### config.mk
export PLATFORM = sky130hd
export DESIGN_NAME = fetch_unit
export DESIGN_NICKNAME = d
export VERILOG_FILES = /design/src/rtl/rv32ima_pkg.sv /design/src/rtl/imem_if.sv /design/src/rtl/fetch_unit.sv
export SDC_FILE = /design/constraint.sdc
export NUM_CORES = 1
export LEC_CHECK = 0
export CAP_MARGIN = 40
export CELL_PAD_IN_SITES_DETAIL_PLACEMENT = 0
export CELL_PAD_IN_SITES_GLOBAL_PLACEMENT = 1
export CORE_MARGIN = 3
export CORE_UTILIZATION = 25
export CTS_BUF_LIST = sky130_fd_sc_hd__clkbuf_16
export CTS_CLUSTER_DIAMETER = 120
export DETAILED_ROUTE_END_ITERATION = 10
export PLACE_DENSITY = 0.68
export SLEW_MARGIN = 40
export SYNTH_ARGS = -nofsm -noshare
export SYNTH_HDL_FRONTEND = slang
export SYNTH_SLANG_ARGS = --single-unit
### constraint.sdc
create_clock -name clk -period 2.05 [get_ports clk]
set_clock_uncertainty 0.05 [all_clocks]
set_input_delay 0.41 -clock clk [delete_from_list [all_inputs] [get_ports clk]]
set_output_delay 0.41 -clock clk [all_outputs]
set_load 0.02 [all_outputs]
### src/rtl/rv32ima_pkg.sv
// Shared types and constants for the rv32ima front end.
package rv32ima_pkg;

  typedef logic [31:0] word_t;

  typedef enum logic [1:0] {
    IDLE,
    REQ,
    WAIT,
    HOLD
  } fetch_state_t;

  localparam word_t RV_NOP = 32'h0000_0013;

endpackage

### src/rtl/imem_if.sv
// Instruction-memory request/grant/rvalid bus.
interface imem_if;
  import rv32ima_pkg::*;

  logic  req;
  word_t addr;
  logic  gnt;
  logic  rvalid;
  word_t rdata;
  logic  err;

  modport fetch (
    output req, addr,
    input  gnt, rvalid, rdata, err
  );

  modport tb (
    input  req, addr,
    output gnt, rvalid, rdata, err
  );

endinterface

### src/rtl/fetch_unit.sv
// Instruction fetch stage: one outstanding imem read, held for decode.
// Optional fault reporting is enabled with FETCH_FAULT_EN.
module fetch_unit
  import rv32ima_pkg::*;
#(
  parameter word_t NOP_INST        = RV_NOP,
  parameter word_t ADDR_ALIGN_MASK = 32'hFFFF_FFFC
) (
  input  logic  clk,
  input  logic  nrst,
  input  word_t next_pc,
  input  logic  next_pc_en,
  input  logic  flush,
  output logic  imem_req,
  output word_t imem_addr,
  input  logic  imem_gnt,
  input  logic  imem_rvalid,
  input  word_t imem_rdata,
  input  logic  imem_err,
  output logic  inst_valid,
  output word_t inst,
  output word_t inst_pc,
`ifdef FETCH_FAULT_EN
  output logic  inst_fault,
`endif
  input  logic  decode_ready,
  output logic  inst_ready
);

  imem_if bus ();

  fetch_state_t state_q, state_n;
  word_t addr_q, addr_n;
  word_t inst_q, inst_n;
  word_t ipc_q, ipc_n;
  logic  drop_q, drop_n;
  logic  pend_q, pend_n;
  logic  fault_q, fault_n;
  logic  launch;
  word_t launch_addr;

  assign bus.req    = (state_q == REQ);
  assign bus.addr   = addr_q & ADDR_ALIGN_MASK;
  assign bus.gnt    = imem_gnt;
  assign bus.rvalid = imem_rvalid;
  assign bus.rdata  = imem_rdata;
  assign bus.err    = imem_err;

  assign imem_req   = bus.req;
  assign imem_addr  = bus.addr;
  assign inst_valid = (state_q == HOLD);
  assign inst       = inst_valid ? inst_q : NOP_INST;
  assign inst_pc    = ipc_q;
  assign inst_ready = inst_valid & decode_ready & ~flush;

`ifdef FETCH_FAULT_EN
  assign inst_fault = fault_q & inst_valid;
`else
  logic unused_err;
  assign unused_err = bus.err ^ fault_q;
`endif

  always_ff @(posedge clk or negedge nrst) begin
    if (!nrst) begin
      state_q <= IDLE;
      addr_q  <= '0;
      inst_q  <= NOP_INST;
      ipc_q   <= '0;
      drop_q  <= 1'b0;
      pend_q  <= 1'b0;
      fault_q <= 1'b0;
    end else begin
      state_q <= state_n;
      addr_q  <= addr_n;
      inst_q  <= inst_n;
      ipc_q   <= ipc_n;
      drop_q  <= drop_n;
      pend_q  <= pend_n;
      fault_q <= fault_n;
    end
  end

  always_comb begin
    state_n     = state_q;
    addr_n      = addr_q;
    inst_n      = inst_q;
    ipc_n       = ipc_q;
    drop_n      = drop_q;
    pend_n      = pend_q;
    fault_n     = fault_q;
    launch      = 1'b0;
    launch_addr = next_pc;
    unique case (state_q)
      IDLE: begin
        if (next_pc_en) launch = 1'b1;
      end
      REQ: begin
        if (flush && bus.gnt) begin
          // granted read cannot be recalled; park the redirect
          state_n = WAIT;
          drop_n  = 1'b1;
          pend_n  = next_pc_en;
          if (next_pc_en) addr_n = next_pc;
        end else if (flush) begin
          if (next_pc_en) launch = 1'b1;
          else            state_n = IDLE;
        end else if (bus.gnt) begin
          state_n = WAIT;
        end
      end
      WAIT: begin
        if (bus.rvalid && (drop_q || flush)) begin
          drop_n = 1'b0;
          pend_n = 1'b0;
          if (flush && next_pc_en) begin
            launch = 1'b1;
          end else if (pend_q) begin
            launch      = 1'b1;
            launch_addr = addr_q;
          end else begin
            state_n = IDLE;
          end
        end else if (bus.rvalid) begin
          state_n = HOLD;
          ipc_n   = addr_q;
          inst_n  = bus.rdata;
`ifdef FETCH_FAULT_EN
          fault_n = bus.err;
          if (bus.err) inst_n = NOP_INST;
`endif
        end else if (flush) begin
          drop_n = 1'b1;
          if (next_pc_en) begin
            pend_n = 1'b1;
            addr_n = next_pc;
          end
        end
      end
      HOLD: begin
        if (flush || decode_ready) begin
          if (next_pc_en) launch = 1'b1;
          else            state_n = IDLE;
        end
      end
      default: state_n = IDLE;
    endcase
    if (launch) begin
      addr_n  = launch_addr;
      state_n = REQ;
`ifdef FETCH_FAULT_EN
      fault_n = 1'b0;
      if (launch_addr[1:0] != 2'b00) begin
        state_n = HOLD;
        inst_n  = NOP_INST;
        ipc_n   = launch_addr;
        fault_n = 1'b1;
      end
`endif
    end
  end

endmodule

# [After elaboration in Yosys (flattened, before gate mapping)]
# Index checks and enable logic that the tools add are counted.
[word_totals] out_inout_bits=99 inputBits=72 wordCells=83 reg_bits=100
[op_classes] n_mux=42 n_bitwise=4 n_eq_ne=17 n_reduce_logical=14
[op_table] operator="$mux 32" count=11
[op_table] operator="$pmux 32 s2" count=1
[op_table] operator="$mux 2" count=10
[op_table] operator="$ne 3x3->1 const B" count=6
[op_table] operator="$mux 1" count=16
[op_table] operator="$ne 4x4->1 const B" count=4
[op_table] operator="$reduce_and 6->1" count=2
[op_table] operator="$ne 3x1->1 const B" count=2
[op_table] operator="$pmux 2 s3" count=1
[op_table] operator="$ne 5x2->1 const B" count=1
[op_table] operator="$reduce_and 5->1" count=1
[op_table] operator="$eq 2x2->1 const B" count=2
[op_table] operator="$pmux 1 s2" count=2
[op_table] operator="$pmux 1 s4" count=1
[op_table] operator="$reduce_and 4->1" count=1
[op_table] operator="$reduce_bool 4->1" count=1
[op_table] operator="$logic_and 1x1->1" count=3
[op_table] operator="$reduce_and 3->1" count=1
[op_table] operator="$reduce_bool 3->1" count=1
[op_table] operator="$and 1x1->1" count=2
[op_table] operator="$eq 2x1->1 const B" count=1
[op_table] operator="$logic_not 2->1" count=1
[op_table] operator="$logic_or 1x1->1" count=2
[op_table] operator="$ne 2x1->1 const B" count=1
[op_table] operator="2 further kinds" count=3

# [Longest topological paths before layout]
# Gate-level depths: netlist (run 1).
[depth] word_depth=6 mapped_depth=6 depth_no_buf=4

# [Worst setup path before layout (run 1)]
# OpenSTA, ideal clock, no wires.
[synth_path] kind="reg2reg" start="reg state_q[1]" end="reg addr_q[10]" t_arrival_ps=1440 slack_ps=434 path_stages_with_launch=6 synth_period_minus_slack_ps=1616 setup_time_ps=125 path_buffers=1 required_time_ps=1875 cell_sequence="dfrtp_1 -> and2_4 -> a211o_4 -> nand2_8 -> buf_12 -> mux2_4"
[synth_between] elab_chain_len=4 elab_cells_between_ends=15 cone_classes="8 x eq/ne; 4 x mux; 3 x reduce/logical"
[synth_rtl] item="start, declared" line="fetch_unit.sv:32" text="fetch_state_t state_q, state_n;"
[synth_rtl] item="start signal, assigned" line="fetch_unit.sv:73" text="state_q <= state_n;"
[synth_rtl] item="$eq 2x2->1 (*)"
[synth_rtl] item="net inst_valid" line="fetch_unit.sv:20" text="output logic inst_valid,"
[synth_rtl] item="$pmux 1 s4 (*)" line="fetch_unit.sv:93" text="unique case (state_q)"
[synth_rtl] item="$ne 3x3->1 (no line), or another cell as far along"
[synth_rtl] item="$reduce_and 6->1 (no line)"
[synth_rtl] item="end signal, assigned" line="fetch_unit.sv:74" text="addr_q <= addr_n;"
[synth_rtl] item="end, declared" line="fetch_unit.sv:33" text="word_t addr_q, addr_n;"
# Mark *: on every way through the listed nets, which the timed path passes. The rest lies on a longest branch.
# A chain may end at the register's enable or synchronous reset.

# [Final worst setup path (run 1)]
[layout_path] start="reg state_q[0]" end="out inst_ready"
[layout_between] elab_chain_len=3
[layout_rtl] item="$eq 2x2->1" line="fetch_unit.sv:51" text="assign inst_valid = (state_q == HOLD);"
[layout_rtl] item="$and 1x1->1 (2 in a row)" line="fetch_unit.sv:54" text="assign inst_ready = inst_valid & decode_ready & ~flush;"
[layout_rtl] item="end, declared" line="fetch_unit.sv:27" text="output logic inst_ready"
# No other way between the ends.

==> out/summary.md, run 1 <==
Global route
* 3319 — via count of the first global-routing pass
* 57 — maximum number of pins on one net before global-route repair
* 0 — number of antenna violations at the first check in global routing
* 18000 um — first-pass GRT wire length
* 11.4% — global-route usage over all layers
* 0 — GRT Residual Overflow

Place
* 0.787 — final weighted congestion in routability-driven placement
* -147 ps — post-placement setup slack
* 0.00637 mm2 — instance area at placement
* 685 — number of placed instances, taps included
* 8210 um — dpl hpwl
* 167 — count of buffers from port buffering

Critical path
* 1500 ps — Worst Path Arrival
* 5 — cell depth of the worst flop-to-flop path
* 6 — Max FO, Critical Path
* flop to output port — Crit Path Category
* 1590 ps — data required time at the worst endpoint
* and2_4 > and3_1 > dlygate4sd2_1 — cells along the critical path
* flop — sort of element at the start of the critical path
* output port — critical path capture point type
* dfrtp_1 — critical path's slowest cell
* 160 ps — r2r setup slk
* inst_q[21] — terminus of the critical flop-to-flop path
* 420 ps — Slowest Stage Delay on Critical Path
* state_q[0] — Reg2Reg Launch Point

Floorplan
* 171 — IO Pins
* 141 um — die boundary width
* 0.0200 mm2 — overall die area
* 48 — placement row count
* 141 um — Vert. Die Dim
* 0.0176 mm2 — Core ar.
* 26.1% — Starting Density

Routing
* 15.9 um — per-cell routed wire length
* 850 um — met3 wire length
* 5 — number of optimization iterations in the first detailed-route pass
* 4740 um — M1 WL
* 0 — DRC errors left
* 4.26 — post-detailed-route via-to-cell ratio
* met4 — Top Metal Used
* 11100 um — total wire length after detailed routing
* 0 — residual antenna-violating net count after detailed routing
* 69 — DRC marker count from the first detailed-route iteration
* 2994 — DR vias
* 5460 um — met2 routed wirelength

STA
* 429 ps — final hold slack
* 92.6 ps — slack of the critical path
* 95.5% — Period Utilization, post-route
* no — setup repair after global routing missed its margin
* 1960 ps — minimum clock period
* 0 ps — Post-Route Setup TNS
* 0 — number of max-slew violations in the final report
* 0 — Hold Vio Cnt, Final
* 0 — setup violation total in the final timing report
* 511 MHz — highest attainable clock frequency

Yosys
* 14.3 um2 — Mapped Avg Cell Area
* 0 — Post-synth EDFFs
* 100% — Async S/R FF share, synth
* 0 — Synth warnings
* 320 — instance count of the mapped netlist
* 54.7% — sequential cell area fraction in the yosys report
* 36 — post-synthesis cell type count
* dfrtp_1 — Most used DFF post-synth
* 0.00459 mm2 — Netlist Area Pre-Place
* 100 — register bit total from synthesis

Clock tree
* 340 ps — later-pin clock latency in the skew report
* 9 — number of buffers added by the clock tree synthesis step
* 3 — total number of H-tree levels
* 0 — setup fix buffers added after clock tree synthesis
* clkbuf_16 — Clk Tree Root Cell
* built — clock tree from TritonCTS
* 100 — TritonCTS sink count
* 2 — CTS max path bufs
* 60 ps — Clock Pin Slew Worst Setup and Hold Paths

Power and ir drop
* 9.47 mW — total design power
* 1420 mW/mm2 — total power density per cell area
* 0.610 mV — worst supply voltage drop on vdd
* 3.16 nW — leakage power of the design

Status
* finished clean — run status

Cells and area
* 1698 — fillcell total
* 45.5% — signed area change from the synthesized netlist to the final layout
* clkdlybuf4s50_1 — most common cell after layout, fill and taps aside
* 19.9% — share of final-layout standard cells stronger than drive strength 1
* 37.9% — final core utilization
* 0.00667 mm2 — final standard cell area without fillers
* 544 — layout net count
* 702 — number of cells in the finished layout apart from fillers
* 0 — n_diodes
* 131 x clkdlybuf4s50_1, 97 x dfrtp_1, 49 x mux2_1, 34 x dlygate4sd2_1 — commonest cells after routing, fill and taps aside

Run
* 0 — total of max-cap violations

Worst hold path
* inst_q[19] — Worst Min Path Start
* 1 — Hold Path Stages
* inst_q[19] — endpoint with the worst hold slack
* flop to flop — worst min-delay path class

==> registers in the layout (all words and copies together), names as in the netlist <==
name / cells
addr_q: 32
pend_q: 1
state_q: 2
inst_q: 32
inst_pc: 32
drop_q: 1
==> repair_timing <==
item / CTS / global route
hold buffers: 1 / 0
resized for setup: 35 / 2
endpoints found under the hold margin: 20 / 0
setup endpoints to repair: 35 / 1
==> how the worst max path moves through the flow <==
stage                start          to  slack [ps]  cells past startpoint
2_1_floorplan   state_q[1]  addr_q[10]         430                      5
3_3_place_gp         flush  inst_ready        -140                      4
3_5_place_dp   imem_rvalid  inst_q[21]        -150                      5
4_1_cts         state_q[0]    imem_req          60                      3
5_1_grt         state_q[1]  inst_ready           9                      3
6_report        state_q[0]  inst_ready          90                      3
==> layout make-up <==
class / instances / area (um2) / area share [%]
repair buffers: 191 / 1870 / 28.0
clock inverters: 7 / 114 / 1.71
well taps: 225 / 282 / 4.22
flip-flops and latches: 100 / 2510 / 37.6
clock buffers: 9 / 225 / 3.38
multi-input cells: 166 / 1660 / 24.9
inverters: 4 / 15.0 / 0.225
==> power by group <==
group	leakage [nW]	switching [mW]	internal, mW
registers	1.22	0.509	2.86
clock network	0.161	0.739	1.19
logic	1.78	1.96	2.21
total	3.16	3.21	6.26
==> cells by family after synthesis <==
kind of cell	Yosys count	share of synthesized area, %
multiplexers	96	26.0
buffers and inverters	55	9.28
AND/OR/NAND/NOR	50	7.09
flip-flops	100	54.7
AO/OA/AOI/OAI	18	2.87
other	1	0.0818
==> worst max-delay path: cells and delay by family, from the launching register on <==
family / cells / cell delay, ps
buf+inv: 1 / 350
flops: 1 / 420
simple gates: 2 / 400
==> metal layers <==
layer,up-vias,track usage [%]
li1,1386,-
met1,1500,13.6
met2,102,19.2
met3,6,4.42
met4,0,2.93
met5,-,0
==> synthesized netlist by cell type (3+ instances only) <==
library cell	n	area, um2
o21ai_0	4	20.0
mux2_1	49	552
buf_6	5	56.3
nor2_1	4	15.0
inv_1	4	15.0
buf_4	35	263
nand2b_1	3	18.8
dfstp_2	3	78.8
and3_1	30	188
buf_12	3	60.1
clkbuf_1	7	26.3
mux2_2	17	191
mux2_4	30	450
dfrtp_1	97	2430
a21oi_1	5	25.0
Note: power is estimated with default switching activity, not from simulation.
==> run 2: changes to the inputs <==
Settings changed: SLEW_MARGIN 40 to default.
Clock period 2.05 ns to 2.3 ns, I/O delays scaled along.
==> run 2 against run 1 <==
Compared with the run above:
- combinational power shrank 9.8%
- critical path depth stayed put
- die area is the same
- count of clock-buffer cells in the layout unchanged
- design area grew 0.28%
- sequential share of layout area decreased by 0.11 points
- sequential power decreased by 11%
- cell count down 0.71%
- flip-flop and latch count unchanged
- clock power down 17%
- total power shrank 12%
- critical path type unchanged
- highest routed layer unchanged
==> out/summary.md, run 2 (synthesis results as in run 1) <==
Global route
* 3234 — via count of the first global-routing pass
* 55 — maximum number of pins on one net before global-route repair
* 18000 um — first-pass GRT wire length
* met2 — Most Used Layer, Global Route
* 18.9% — met2 routing resource usage after global routing
* 4.58% — GR met3 Demand/Resource
* 11.4% — global-route usage over all layers
* 0 — number of antenna violations at the first check in global routing
* 0 — GRT Residual Overflow
* 13.7% — global-route met1 utilization

Routing
* 11300 um — total wire length after detailed routing
* 2970 — DR vias
* 0 — DRC errors left
* 99 — DRC marker count from the first detailed-route iteration
* 0 — residual antenna-violating net count after detailed routing
* 6 — number of optimization iterations in the first detailed-route pass
* 16.1 um — per-cell routed wire length
* 4.26 — post-detailed-route via-to-cell ratio

Place
* 167 — count of buffers from port buffering
* 0.00632 mm2 — instance area at placement
* 8210 um — dpl hpwl
* 0.758 — final weighted congestion in routability-driven placement

Power and ir drop
* 35.9% — sequential cell fraction of total power
* 2.85 mW — net switching component of the power
* 34.1% — switching fraction of total power
* 5.51 mW — cell-internal power
* 0.625 mV — worst supply voltage drop on vdd
* 8.37 mW — total design power
* 3.35 nW — leakage power of the design
* 45.0% — Logic pwr share
* 19.1% — relative contribution of the clock network to total power
* 1250 mW/mm2 — total power density per cell area

Cells and area
* 45.9% — signed area change from the synthesized netlist to the final layout
* 0.00669 mm2 — final standard cell area without fillers
* 539 — layout net count
* 0 — n_diodes
* clkdlybuf4s50_1 — most common cell after layout, fill and taps aside
* 143 x clkdlybuf4s50_1, 97 x dfrtp_1, 49 x mux2_1, 30 x and3_1, 30 x mux2_4 — commonest cells after routing, fill and taps aside
* 18.6% — share of final-layout standard cells stronger than drive strength 1

STA
* 428 ps — final hold slack
* 458 MHz — highest attainable clock frequency
* no — setup repair after global routing missed its margin
* 2180 ps — minimum clock period
* 0 — Hold Vio Cnt, Final
* 0 ps — Post-Route Setup TNS
* 95.0% — Period Utilization, post-route
* 0 — setup violation total in the final timing report
* 0 — number of max-slew violations in the final report

Critical path
* state_q[0] — Reg2Reg Launch Point
* state_q[1] — critical path launch point
* inst_pc[23] — terminus of the critical flop-to-flop path
* 5 — cell depth of the worst flop-to-flop path
* flop — sort of element at the start of the critical path
* 390 ps — r2r setup slk
* 600 ps — Slowest Stage Delay on Critical Path
* buf_4 > and3_1 > clkdlybuf4s50_1 — cells along the critical path
* 9 — Max FO, Critical Path
* 1670 ps — Worst Path Arrival
* clkdlybuf4s50_1 — critical path's slowest cell
* output port — critical path capture point type
* 1790 ps — data required time at the worst endpoint
* inst[2] — Setup crit end
* flop to output port — Crit Path Category

Floorplan
* 0.0200 mm2 — overall die area
* 0.0176 mm2 — Core ar.
* 26.1% — Starting Density
* 48 — placement row count
* 141 um — die boundary width
* 141 um — Vert. Die Dim
* 171 — IO Pins

Worst hold path
* flop to flop — worst min-delay path class
* 1 — Hold Path Stages

Run
* 0 — total of max-cap violations

Clock tree
* clkbuf_16 — Clk Tree Root Cell
* built — clock tree from TritonCTS
* 2 — CTS max path bufs
* 100 — TritonCTS sink count
* 340 ps — later-pin clock latency in the skew report
* 3 — total number of H-tree levels
* 70 ps — Clock Pin Slew Worst Setup and Hold Paths
* 9 — number of buffers added by the clock tree synthesis step

Status
* finished clean — run status

## run 2: cell count changes in the layout (fill, tap and decap cells not counted), sizes merged
cell / previous run / this run
dlygate4sd2: 34 / 4
bufinv: 3 / 2
clkinvlp: 1 / 0
clkdlybuf4s50: 131 / 143
buf: 24 / 19
clkbuf: 10 / 9
dlymetal6s2s: 0 / 19
inv: 5 / 6
clkinv: 2 / 3
## run 2: worst min-delay path by stage
stage,start,slack [ps],endpoint
finish,inst_q[20],430,inst_q[20]
global route,inst_q[16],440,inst_q[16]
CTS,inst_q[20],430,inst_q[20]
detailed placement,nrst,290,addr_q[1]
global placement,nrst,290,inst_pc[1]
floorplan,nrst,110,addr_q[0]
## run 2: layout make-up
type / count / area [um2]
Tap cell: 225 / 282
Multi-Input combinational cell: 166 / 1660
Timing Repair Buffer: 186 / 1910
Fill cell: 1669 / 10900
Clock inverter: 7 / 85.1
Sequential cell: 100 / 2510
Inverter: 4 / 15.0
Clock buffer: 9 / 225
## run 2: timing repair
item | CTS | global route
setup buffers | 0 | 0
endpoints found under the hold margin | 15 | 0
resized for setup | 6 | 19
endpoints found under the setup margin | 14 | 19
hold buffers | 1 | 0
## run 2: through the flow
stage               instances  util [%]  setup slack, ps
floorplan                 321         -              684
global placement          680      35.9             32.4
detailed placement        680      35.9             57.9
CTS                       697      37.8             5.58
global route              697      38.0             14.0
finish                    697      38.0              116
## run 2: critical path: cells and delay by family (launching register included)
kind                   cells  cell delay, ps
and+or+nand+nor            1             150
buffers and inverters      2             770
DFF                        1             410
## run 2: layer usage
metal | wire, um | vias up
met5 | 0 | -
met4 | 138 | 0
met3 | 855 | 10
met2 | 5500 | 109
met1 | 4760 | 1478
li1 | - | 1373
## run 2: power by group through the flow
stage          sequential (mW)  combinational [mW]  clock, mW
2_1_floorplan             3.22                2.08          0
3_3_place_gp              2.99                3.80          0
3_5_place_dp              3.03                3.85          0
4_1_cts                   3.02                3.86       1.68
5_1_grt                   3.13                4.01       1.74
6_report                  3.01                3.76       1.60
==> run 3: changes to the inputs <==
Settings changed: ABC_AREA from default to 1, GPL_ROUTABILITY_DRIVEN from default to 0, PLACE_DENSITY 0.68 to 0.73.
==> run 3 against run 2 <==
Compared with the run above:
- setup slack worse by 11 ps
- count of clock-buffer cells in the layout unchanged
- total power up 16%
- core utilization up 0.075 points
- routed wire length up 11%
- critical path type unchanged
- highest routed layer unchanged
==> out/summary.md, run 3 <==
Floorplan
* 0.0197 mm2 — overall die area
* 0.0175 mm2 — Core ar.
* 171 — IO Pins
* 25.8% — Starting Density
* 48 — placement row count
* 140 um — Vert. Die Dim
* 140 um — die boundary width

Clock tree
* 9 — number of buffers added by the clock tree synthesis step
* 0 — total of hold buffers inserted after clock tree synthesis
* 2 — CTS max path bufs
* 60 ps — Clock Pin Slew Worst Setup and Hold Paths
* 3 — total number of H-tree levels
* clkbuf_16 — Clk Tree Root Cell
* 0 — setup fix buffers added after clock tree synthesis
* built — clock tree from TritonCTS
* 350 ps — later-pin clock latency in the skew report
* 100 — TritonCTS sink count

Critical path
* nand2_1 > buf_12 > or2_2 > dlygate4sd2_1 — cells along the critical path
* 32 — Max FO, Critical Path
* flop — sort of element at the start of the critical path
* 2 — Bufs and invs on worst path
* 1690 ps — Worst Path Arrival
* 1790 ps — data required time at the worst endpoint
* 350 ps — Slowest Stage Delay on Critical Path
* dfrtp_1 — critical path's slowest cell
* output port — critical path capture point type
* flop to output port — Crit Path Category
* buffers and inverters — gate family responsible for the most delay along the worst path

Routing
* 0 — residual antenna-violating net count after detailed routing
* 176 — DRC marker count from the first detailed-route iteration
* 0 — DRC errors left
* 12500 um — total wire length after detailed routing
* 3819 — DR vias
* 6040 um — met2 routed wirelength
* 4.12 — post-detailed-route via-to-cell ratio
* 4 — number of optimization iterations in the first detailed-route pass
* 845 um — met3 wire length
* met4 — Top Metal Used
* 13.5 um — per-cell routed wire length
* 5330 um — M1 WL

Global route
* 0 — GRT Residual Overflow
* 0 — number of antenna violations at the first check in global routing
* 3850 — via count of the first global-routing pass
* 13.1% — global-route usage over all layers
* 49 — maximum number of pins on one net before global-route repair
* 20500 um — first-pass GRT wire length

STA
* 0 — number of max-slew violations in the final report
* no — setup repair after global routing missed its margin
* 455 MHz — highest attainable clock frequency
* 24.7 ps — final hold slack
* 95.5% — Period Utilization, post-route
* 0 — setup violation total in the final timing report
* 0 — Hold Vio Cnt, Final
* 2200 ps — minimum clock period

Yosys
* nand2_1 — top-count cell post-synth
* 0% — area share of fa/ha/maj cells after synthesis
* 0 — Synth warnings
* 215 x nand2_1, 97 x dfrtp_1, 40 x nand3_1 — top post-synthesis cells by count
* 100% — Async S/R FF share, synth
* 0.00451 mm2 — Netlist Area Pre-Place
* dfrtp_1 — Most used DFF post-synth
* dfrtp_1 54%, nand2_1 18%, buf_4 6.0% — dominant cells by area after synthesis
* 27.8% — simple-gate share of the synthesized area
* 55.5% — sequential cell area fraction in the yosys report
* 550 — instance count of the mapped netlist
* 4.35% — synthesized-area fraction occupied by ao, oa, aoi and oai cells
* dfrtp_1 — top cell type by total area after synthesis
* 0% — mux cell area share after synthesis
* 8.21 um2 — Mapped Avg Cell Area
* 100 — register bit total from synthesis
* 26 — post-synthesis cell type count
* 53.8% — share of the synthesized area in the top cell type
* simple AND/OR/NAND/NOR gates — dominant combinational cell family by area after synthesis
* 0% — Post-Synth XOR/XNOR Area
* 0 — Post-synth EDFFs

Run
* 0 — total of max-cap violations

Status
* finished clean — run status

Power and ir drop
* 3.37 nW — leakage power of the design
* 0.647 mV — worst supply voltage drop on vdd
* 1460 mW/mm2 — total power density per cell area

Place
* 167 — count of buffers from port buffering
* 0.00636 mm2 — instance area at placement
* 8830 um — dpl hpwl

Cells and area
* nand2_1 — most common cell after layout, fill and taps aside
* 38.1% — final core utilization
* 47.5% — signed area change from the synthesized netlist to the final layout
* 215 x nand2_1, 132 x clkdlybuf4s50_1, 97 x dfrtp_1, 42 x inv_1, 40 x nand3_1 — commonest cells after routing, fill and taps aside
* 0 — n_diodes
* 0.00666 mm2 — final standard cell area without fillers
* 7.85% — share of final-layout standard cells stronger than drive strength 1
* 768 — layout net count

Worst hold path
* input port to async pin — worst min-delay path class

[run 3: cell types whose count changed after synthesis, sizes merged, moves of 30 or more]
cell	before	now
nand2	3	219
nor2	5	41
and3	30	0
nand3	1	40
o21ai	4	36
mux2	96	0
inv	4	43
[run 3: worst register-to-register path: cells and delay by family, from the launching register on]
kind	cells	cell delay [ps]
buffers and inverters	2	230
flip-flops	1	380
AND/OR/NAND/NOR	9	1020
[run 3: cell families (layout without fill, tap and decap cells)]
kind of cell,count (synthesis),count (layout)
compound gates,39,39
other cells,1,2
flops,100,100
simple gates,308,308
buf+inv,102,252
[run 3: routing by layer]
| layer | track usage (%) | vias to the layer above |
|---|---|---|
| met5 | 0 | - |
| met3 | 3.69 | 17 |
| met4 | 5.71 | 0 |
| met1 | 16.2 | 1758 |
| li1 | - | 1938 |
| met2 | 21.4 | 106 |
[run 3: timing repair]
item / CTS / global route
pin swaps: 0 / 0
gates resized for setup: 32 / 2
endpoints found under the setup margin: 32 / 2
[run 3: where the power goes]
part           leakage (nW)  total (mW)  internal [mW]  switching (mW)
Combinational          1.98        4.89           2.05            2.83
Sequential             1.22        3.10           2.66           0.449
Clock                 0.169        1.73           1.05           0.673
Total                  3.37        9.72           5.76            3.95
[run 3: area by class of cell]
type	instances	area, um2
fill	1814	10800
sequential	100	2510
timing repair buffer	192	1910
multi-input combinational	349	1460
tap	225	282
clock buffer	9	225
inverter	44	165
clock inverter	7	109
[run 3: final timing paths]
kind	startpoint	endpoint	cells past startpoint	slack, ps
setup / recovery	state_q[1]	inst[1]	4	100
hold / removal	nrst	state_q[1]	1	20
setup reg to reg	state_q[1]	addr_q[4]	11	540
hold reg to reg	inst_q[0]	inst_q[0]	2	410
max in group asynchronous	nrst	inst_pc[3]	2	1550
min in group clk	inst_q[0]	inst_q[0]	2	410
[run 3: per-stage QoR]
stage / total power [mW] / setup slack [ps] / cells / setup TNS (ps)
5_1_grt: 10.5 / 3.37 / 926 / 0
3_3_place_gp: 8.24 / -96.1 / 910 / -2830
2_1_floorplan: 6.26 / 681 / 551 / 0
6_report: 9.72 / 104 / 926 / 0
4_1_cts: 9.91 / 9.68 / 926 / 0
3_5_place_dp: 8.30 / -80.5 / 910 / -2080
